$ cat config.mk
export PLATFORM = sky130hd
export DESIGN_NAME = if_fetch
export DESIGN_NICKNAME = d
export VERILOG_FILES = /design/src/rtl/if_fetch_pkg.sv /design/src/rtl/if_byte_asm.sv /design/src/rtl/if_fetch.sv
export SDC_FILE = /design/constraint.sdc
export NUM_CORES = 1
export LEC_CHECK = 0
export ABC_AREA = 1
export BUFFER_PORTS_ARGS = -buffer_cell sky130_fd_sc_hd__buf_2
export CORE_ASPECT_RATIO = 1.4
export CORE_MARGIN = 2
export CORE_UTILIZATION = 35
export CTS_BUF_LIST = sky130_fd_sc_hd__clkbuf_4 sky130_fd_sc_hd__clkbuf_8
export DETAILED_ROUTE_END_ITERATION = 16
export PLACE_DENSITY_LB_ADDON = 0.05
export SLEW_MARGIN = 0
export SYNTH_ARGS = -nofsm -noshare
export SYNTH_HDL_FRONTEND = slang
export SYNTH_SLANG_ARGS = --single-unit
$ cat constraint.sdc
create_clock -name clk -period 5.5 [get_ports clk]
set_clock_uncertainty 0.15 [all_clocks]
set_input_delay 1.1 -clock clk [delete_from_list [all_inputs] [get_ports clk]]
set_output_delay 1.1 -clock clk [all_outputs]
set_load 0.005 [all_outputs]
$ cat src/rtl/if_fetch_pkg.sv
// Shared fetch-stage definitions: reset level, bus widths, IF state encoding.
package if_fetch_pkg;

  localparam logic        RST_ENABLE    = 1'b1;
  localparam int          INST_ADDR_W   = 32;
  localparam int          INST_W        = 32;
  localparam logic [31:0] ZERO_WORD     = 32'h0000_0000;

  // Bytes per instruction (RV32I, no compressed) and the counter width that
  // holds 0..IF_INST_BYTES inclusive.
  localparam int          IF_INST_BYTES = 4;
  localparam int          CNT_W         = 3;

  typedef enum logic {
    IF_FETCH = 1'b0,
    IF_HOLD  = 1'b1
  } if_state_e;

endpackage

$ cat src/rtl/if_byte_asm.sv
// Collects returning memory bytes into one little-endian instruction word.
// word_next already includes a byte captured this cycle, so the fetch FSM can
// deliver on the same edge the last byte lands.
module if_byte_asm
  import if_fetch_pkg::*;
(
  input  logic              clk,
  input  logic              rst,
  input  logic              clear,     // delivery or flush restarts collection
  input  logic              flush,     // arms the one-cycle discard
  input  logic              pending,   // a granted byte returns this cycle
  input  logic [7:0]        rdata,
  output logic              done_next, // final byte is captured this cycle
  output logic [INST_W-1:0] word_next
);

  logic [CNT_W-1:0]                recv_cnt;
  logic                            discard;
  logic                            capture;
  logic [IF_INST_BYTES-1:0][7:0]   bytes_q;
  logic [IF_INST_BYTES-1:0][7:0]   bytes_d;

  // A byte from a grant issued before a flush must not land in the new word.
  assign capture   = pending && !discard && (recv_cnt < CNT_W'(IF_INST_BYTES));
  assign done_next = capture && (recv_cnt == CNT_W'(IF_INST_BYTES - 1));
  assign word_next = bytes_d;

  // Merge the incoming byte into its little-endian lane.
  always_comb begin
    bytes_d = bytes_q;
    if (capture) bytes_d[recv_cnt[1:0]] = rdata;
  end

  // Byte storage, receive counter and discard flag.
  always_ff @(posedge clk) begin
    if (rst == RST_ENABLE) begin
      recv_cnt <= '0;
      discard  <= 1'b0;
      bytes_q  <= '0;
    end else begin
      discard <= flush;
      bytes_q <= bytes_d;
      if (clear)        recv_cnt <= '0;
      else if (capture) recv_cnt <= recv_cnt + CNT_W'(1);
    end
  end

endmodule

$ cat src/rtl/if_fetch.sv
// Instruction fetch: owns the PC, streams instruction bytes over the shared
// byte-wide memory port and hands whole words to IF/ID as one-cycle pulses.
module if_fetch
  import if_fetch_pkg::*;
#(
  parameter logic [INST_ADDR_W-1:0] RESET_PC   = 32'h0000_0000,
  parameter int                     INST_BYTES = IF_INST_BYTES
)(
  input  logic                   clk,
  input  logic                   rst,
  input  logic                   stall_i,
  input  logic                   flush_i,
  input  logic [INST_ADDR_W-1:0] flush_target_i,
  output logic                   mem_req_o,
  output logic [INST_ADDR_W-1:0] mem_addr_o,
  input  logic                   mem_grant_i,
  input  logic [7:0]             mem_rdata_i,
  output logic                   get_inst_o,
  output logic [INST_ADDR_W-1:0] if_pc_o,
  output logic [INST_W-1:0]      if_inst_o
);

  if_state_e              state;
  logic [INST_ADDR_W-1:0] fetch_pc;
  logic [CNT_W-1:0]       issue_cnt;
  logic                   pending;
  logic                   issue;
  logic                   deliver;
  logic                   done_next;
  logic [INST_W-1:0]      word_next;

  // Request bytes until all of them are issued; never while holding a word.
  // Address is formed in 32 bits so it wraps instead of carrying anywhere.
  assign mem_req_o  = (rst != RST_ENABLE) && (state == IF_FETCH) &&
                      (issue_cnt < CNT_W'(INST_BYTES));
  assign mem_addr_o = (rst == RST_ENABLE) ? ZERO_WORD
                                          : fetch_pc + INST_ADDR_W'(issue_cnt);
  assign issue      = mem_req_o && mem_grant_i;

  // Flush beats both stall and a word completing in the same cycle.
  assign deliver = !flush_i && !stall_i && ((state == IF_HOLD) || done_next);

  if_byte_asm u_asm (
    .clk       (clk),
    .rst       (rst),
    .clear     (flush_i || deliver),
    .flush     (flush_i),
    .pending   (pending),
    .rdata     (mem_rdata_i),
    .done_next (done_next),
    .word_next (word_next)
  );

  // Fetch FSM: PC, issue counter, in-flight flag and registered IF/ID outputs.
  always_ff @(posedge clk) begin
    if (rst == RST_ENABLE) begin
      state      <= IF_FETCH;
      fetch_pc   <= RESET_PC;
      issue_cnt  <= '0;
      pending    <= 1'b0;
      get_inst_o <= 1'b0;
      if_pc_o    <= ZERO_WORD;
      if_inst_o  <= ZERO_WORD;
    end else begin
      pending    <= issue;
      get_inst_o <= deliver;
      if (flush_i) begin
        state     <= IF_FETCH;
        fetch_pc  <= flush_target_i;
        issue_cnt <= '0;
      end else if (deliver) begin
        state     <= IF_FETCH;
        if_pc_o   <= fetch_pc;
        if_inst_o <= word_next;
        fetch_pc  <= fetch_pc + INST_ADDR_W'(INST_BYTES);
        issue_cnt <= '0;
      end else begin
        if (issue) issue_cnt <= issue_cnt + CNT_W'(1);
        if (done_next && stall_i) state <= IF_HOLD;
      end
    end
  end

endmodule

-- Word-level counts from Yosys, hierarchy flattened
Cells that the tools add are included.
- bits in registers: 138
- input port bits: 45
- output and inout bits: 98
- word-level logic and storage cells: 51
- $add $sub $neg: 4
- order comparisons: 4
- eq/ne operators: 1
- muxes and demuxes: 7
- bitwise gates (word level): 3
- reduce and logical (&&, ||, !) cells: 19
- operators by type and width (operator ; count):
    $mux 32 ; 4
    $add 32x3->32 ; 1
    $add 32x3->32 const B ; 1
    $bwmux 32 ; 1
    $demux 8 s2 ; 1
    $logic_and 1x1->1 ; 10
    $mux 8 ; 1
    $add 3x1->3 const B ; 2
    $lt 3x3->1 const B ; 2
    $eq 3x2->1 const B ; 1
    $logic_not 1->1 ; 3
    $lt 2x3->1 const B ; 1
    $not 1->1 ; 3
    $reduce_or 3->1 ; 1
    $ge 2x1->1 const B ; 1
    $logic_or 1x1->1 ; 2
    $reduce_and 2->1 ; 1
    $reduce_bool 2->1 ; 1
    $reduce_or 2->1 ; 1

-- Longest topological paths before layout
- depth in word-level cells: 8
- mapped depth: 13
- gate-level depth less buffers: 13

-- Cells and area by module
Synthesis repeated with hierarchy kept, for this count alone.
- cell total of the unflattened synthesis: 1144
- area, all modules: 7564.8 um^2
- by module, submodules not included (module ; times used ; cells an instance ; area an instance (um^2) ; seq. area each (um^2)):
    if_fetch ; 1 ; 838 ; 5581.6 ; 2042.0
    if_byte_asm ; 1 ; 306 ; 1983.2 ; 720.7

-- Least setup slack after synthesis
OpenSTA, ideal clock, no wires.
- path type: input to output
- start: input port rst
- end: output port mem_addr_o[10]
- arrival: 1.869 ns
- data required time: 4.250 ns
- slack: 2.381 ns
- stages: 5
- buffers on the path: 2
- cell sequence: inv_1 -> buf_2 -> clkbuf_1 -> o21ai_0 -> a21oi_1
- word-level cells in the longest chain between the ends: 1
- RTL lines (what ; RTL line ; text):
    from (decl) ; if_fetch.sv:10 ; input logic rst,
    $mux 32 ; if_fetch.sv:36 ; assign mem_addr_o = (rst == RST_ENABLE) ? ZERO_WORD
    to (decl) ; if_fetch.sv:15 ; output logic [INST_ADDR_W-1:0] mem_addr_o,
No other way between the ends.

-- Final worst setup path
- start: register issue_cnt[0]
- end: output port mem_addr_o[30]
- word-level cells in the longest chain between the ends: 2
- RTL lines (what ; RTL line ; text):
    from (decl) ; if_fetch.sv:25 ; logic [CNT_W-1:0] issue_cnt;
    from (signal assigned) ; if_fetch.sv:78 ; if (issue) issue_cnt <= issue_cnt + CNT_W'(1);
    $add 32x3->32 ; if_fetch.sv:37 ; : fetch_pc + INST_ADDR_W'(issue_cnt);
    $mux 32 ; if_fetch.sv:36 ;
No other way between the ends.

==> out/metrics.csv <==
metric,value,unit
track_usage,22.5,%
grt_overflow,0,
synth_top_area_share,39.0,%
async_reset_ff_share,0,%
drv_cap,0,
p_switching,0.605,mW
h-tree-depth,4,
worst_slack,1.46,ns
first_pass_iters,4,
insertion_delay,0.46,ns
cts_resized,0,
area_growth,17.7,%
cts-root-buf,clkbuf_8,
drt_wl_total,23900,um
tightest_slew,1.13,ns
drtAntennaViolNets,0,
num_antenna_cells,0,
gp_congestion,0.936,
synth-seq-cells,138,
die_area,21400,sq um
p_int,1.41,mW
synth_cells,1076,
synth_flop_cell,dfxtp_1,
hp-class,reg -> reg,
leakagePower,3.68,nW
cts_buffer_depth,2,
vias,7022,
slowest_delay,0.40,ns
holdWs,0.314,ns
finalCriticalPeriod,4.04,ns
outcome,completed,
pwr-share-clk,40.8,%
cp.required,4.25,ns
reg2regPathDepth,10,
synth_area_leaders,"dfxtp_1, nand2_1, inv_1, nor2_1, a21oi_1",
drcViolationCount,0,
cts_hold_buf,0,
stdcell_count,1463,
max_freq,248,MHz
setup_viol_count_final,0,
viasPerCell,4.80,
powerDensity,241,nW/um^2
cp_cell_sequence,"ha_1, inv_1, fa_1, inv_1, nand2_1, nand2_1, nand2_1, nor2_1, nand2_2, nor2_1, nand2_1, nand2_1, nor2_1, buf_2",
final_nets,1254,
synth_cell_types,32,
ys_seq_area_share,39.0,%
crit_arrival,2.79,ns
ioPinCount,143,
grt_max_degree,53,
drive_gt1_share,19.5,%
initial_core_util,35.7,%
post_dp_cell_area,7970,sq um
switching_share,30.1,%
fp.dieW,124,um
ir_worst_vdd,121,uV
critPathCaptureType,output port,
wl_per_cell,16.3,um
worst_setup_path_start_kind,flip-flop,
pwr-share-seq,51.9,%
core-area,19800,sq um
cts_buffers,17,
cp_common_cell,nand2_1,
max-slew-margin-rel,24.5,%
finalCritPeriodShare,73.4,%
combPwrFrac,7.3,%
path_max_fanout,5,
synth_most_common_cell,nand2_1,
place_ws,1.74,ns
fin_setup_tns,0,ns
grt_pass1_wl,37400,um
cts.sinks,138,
portBuffers,142,
drtIter0Drc,315,
synth-edff-count,0,
avgSynthCellArea,6.59,sq um
holdPathStages,2,
post_cts_buffers,0,
p_total,2.01,mW
critPathKind,reg -> out,
placed_cells,1431,
placementRows,61,
post-dp-hpwl,17700,um
dieHeight,172,um
yosys_warnings,0,
syn-num-nets,1132,
grt_setup_unrepaired,false,
cts_tree,yes,
worst_path_max_delay_cell,nor2_1,
synth_top_area_cell,dfxtp_1,
synth_common_cells,"nand2_1, inv_1, dfxtp_1, nor2_1, a21oi_1",
final-hold-violation-count,0,
final_cell_area,8350,sq um
path_clk_slew,0.09,ns
netlist_area,7090,sq um
fin_util,42.1,%
grt_pass1_vias,6789,
antenna_found_initial,0,
maxSlewViolCount,0,
## layer usage
layer / global-route usage [%] / up-vias / wire, um
met1: 24.5 / 3191 / 9400
met2: 42.9 / 171 / 12800
met3: 3.87 / 37 / 873
met5: 0 / - / 0
li1: - / 3623 / -
met4: 9.67 / 0 / 789
## sequential cells by signal, indices dropped and copies added (netlist names), 3 cells and up
name	cells
fetch_pc	32
u_asm.recv_cnt	3
if_inst_o	32
u_asm.bytes_q	32
issue_cnt	3
if_pc_o	32
## power groups by stage
stage | logic, mW | clock network (mW) | registers [mW]
after floorplan | 0.0881 | 0 | 1.06
after global placement | 0.150 | 0 | 1.07
after detailed placement | 0.150 | 0 | 1.07
after CTS | 0.150 | 0.849 | 1.04
after global routing | 0.165 | 0.888 | 1.05
final | 0.147 | 0.822 | 1.04
## final timing paths
kind | startpoint | endpoint | slack (ns)
hold reg to reg | if_inst_o[29] | if_inst_o[29] | 0.31
setup reg to reg | u_asm.recv_cnt[0] | fetch_pc[31] | 2.87
setup / recovery | issue_cnt[0] | mem_addr_o[30] | 1.46
hold / removal | if_inst_o[29] | if_inst_o[29] | 0.31
## critical path, delay by kind of cell (launching register included)
family,cells,cell delay (ns)
flip-flops,1,0.39
buffers and inverters,3,0.27
AND/OR/NAND/NOR,9,1.17
adder cells (fa/ha/maj),2,0.51
## final cells by class
type / instances / area (sq um)
timing repair buffer: 150 / 771
fill: 2229 / 11500
clock inverter: 14 / 130
inverter: 145 / 544
sequential: 138 / 2760
tap: 252 / 315
multi-input combinational: 746 / 3580
clock buffer: 18 / 248
## cells by family after synthesis
group                    count (synthesis)  synth area share (%)
flip-flops                             138                  39.0
adder cells (fa/ha/maj)                 11                  2.05
XOR/XNOR                                14                  1.73
AO/OA/AOI/OAI                          165                  11.8
buffers and inverters                  192                  10.8
AND/OR/NAND/NOR                        556                  34.7
## cells in the final DEF (no fill, tap or decap), drive strengths merged, types with 2 or more instances in the layout
cell type / instances
nor3: 8
nor2: 142
clkbuf: 18
a21oi: 80
inv: 152
buf: 150
clkinvlp: 2
ha: 10
o211ai: 2
o21ai: 81
nand3: 70
dfxtp: 138
xor2: 12
nand4: 25
clkinv: 5
xnor2: 2
nand2: 309
Note: power is estimated with default switching activity, not from simulation.
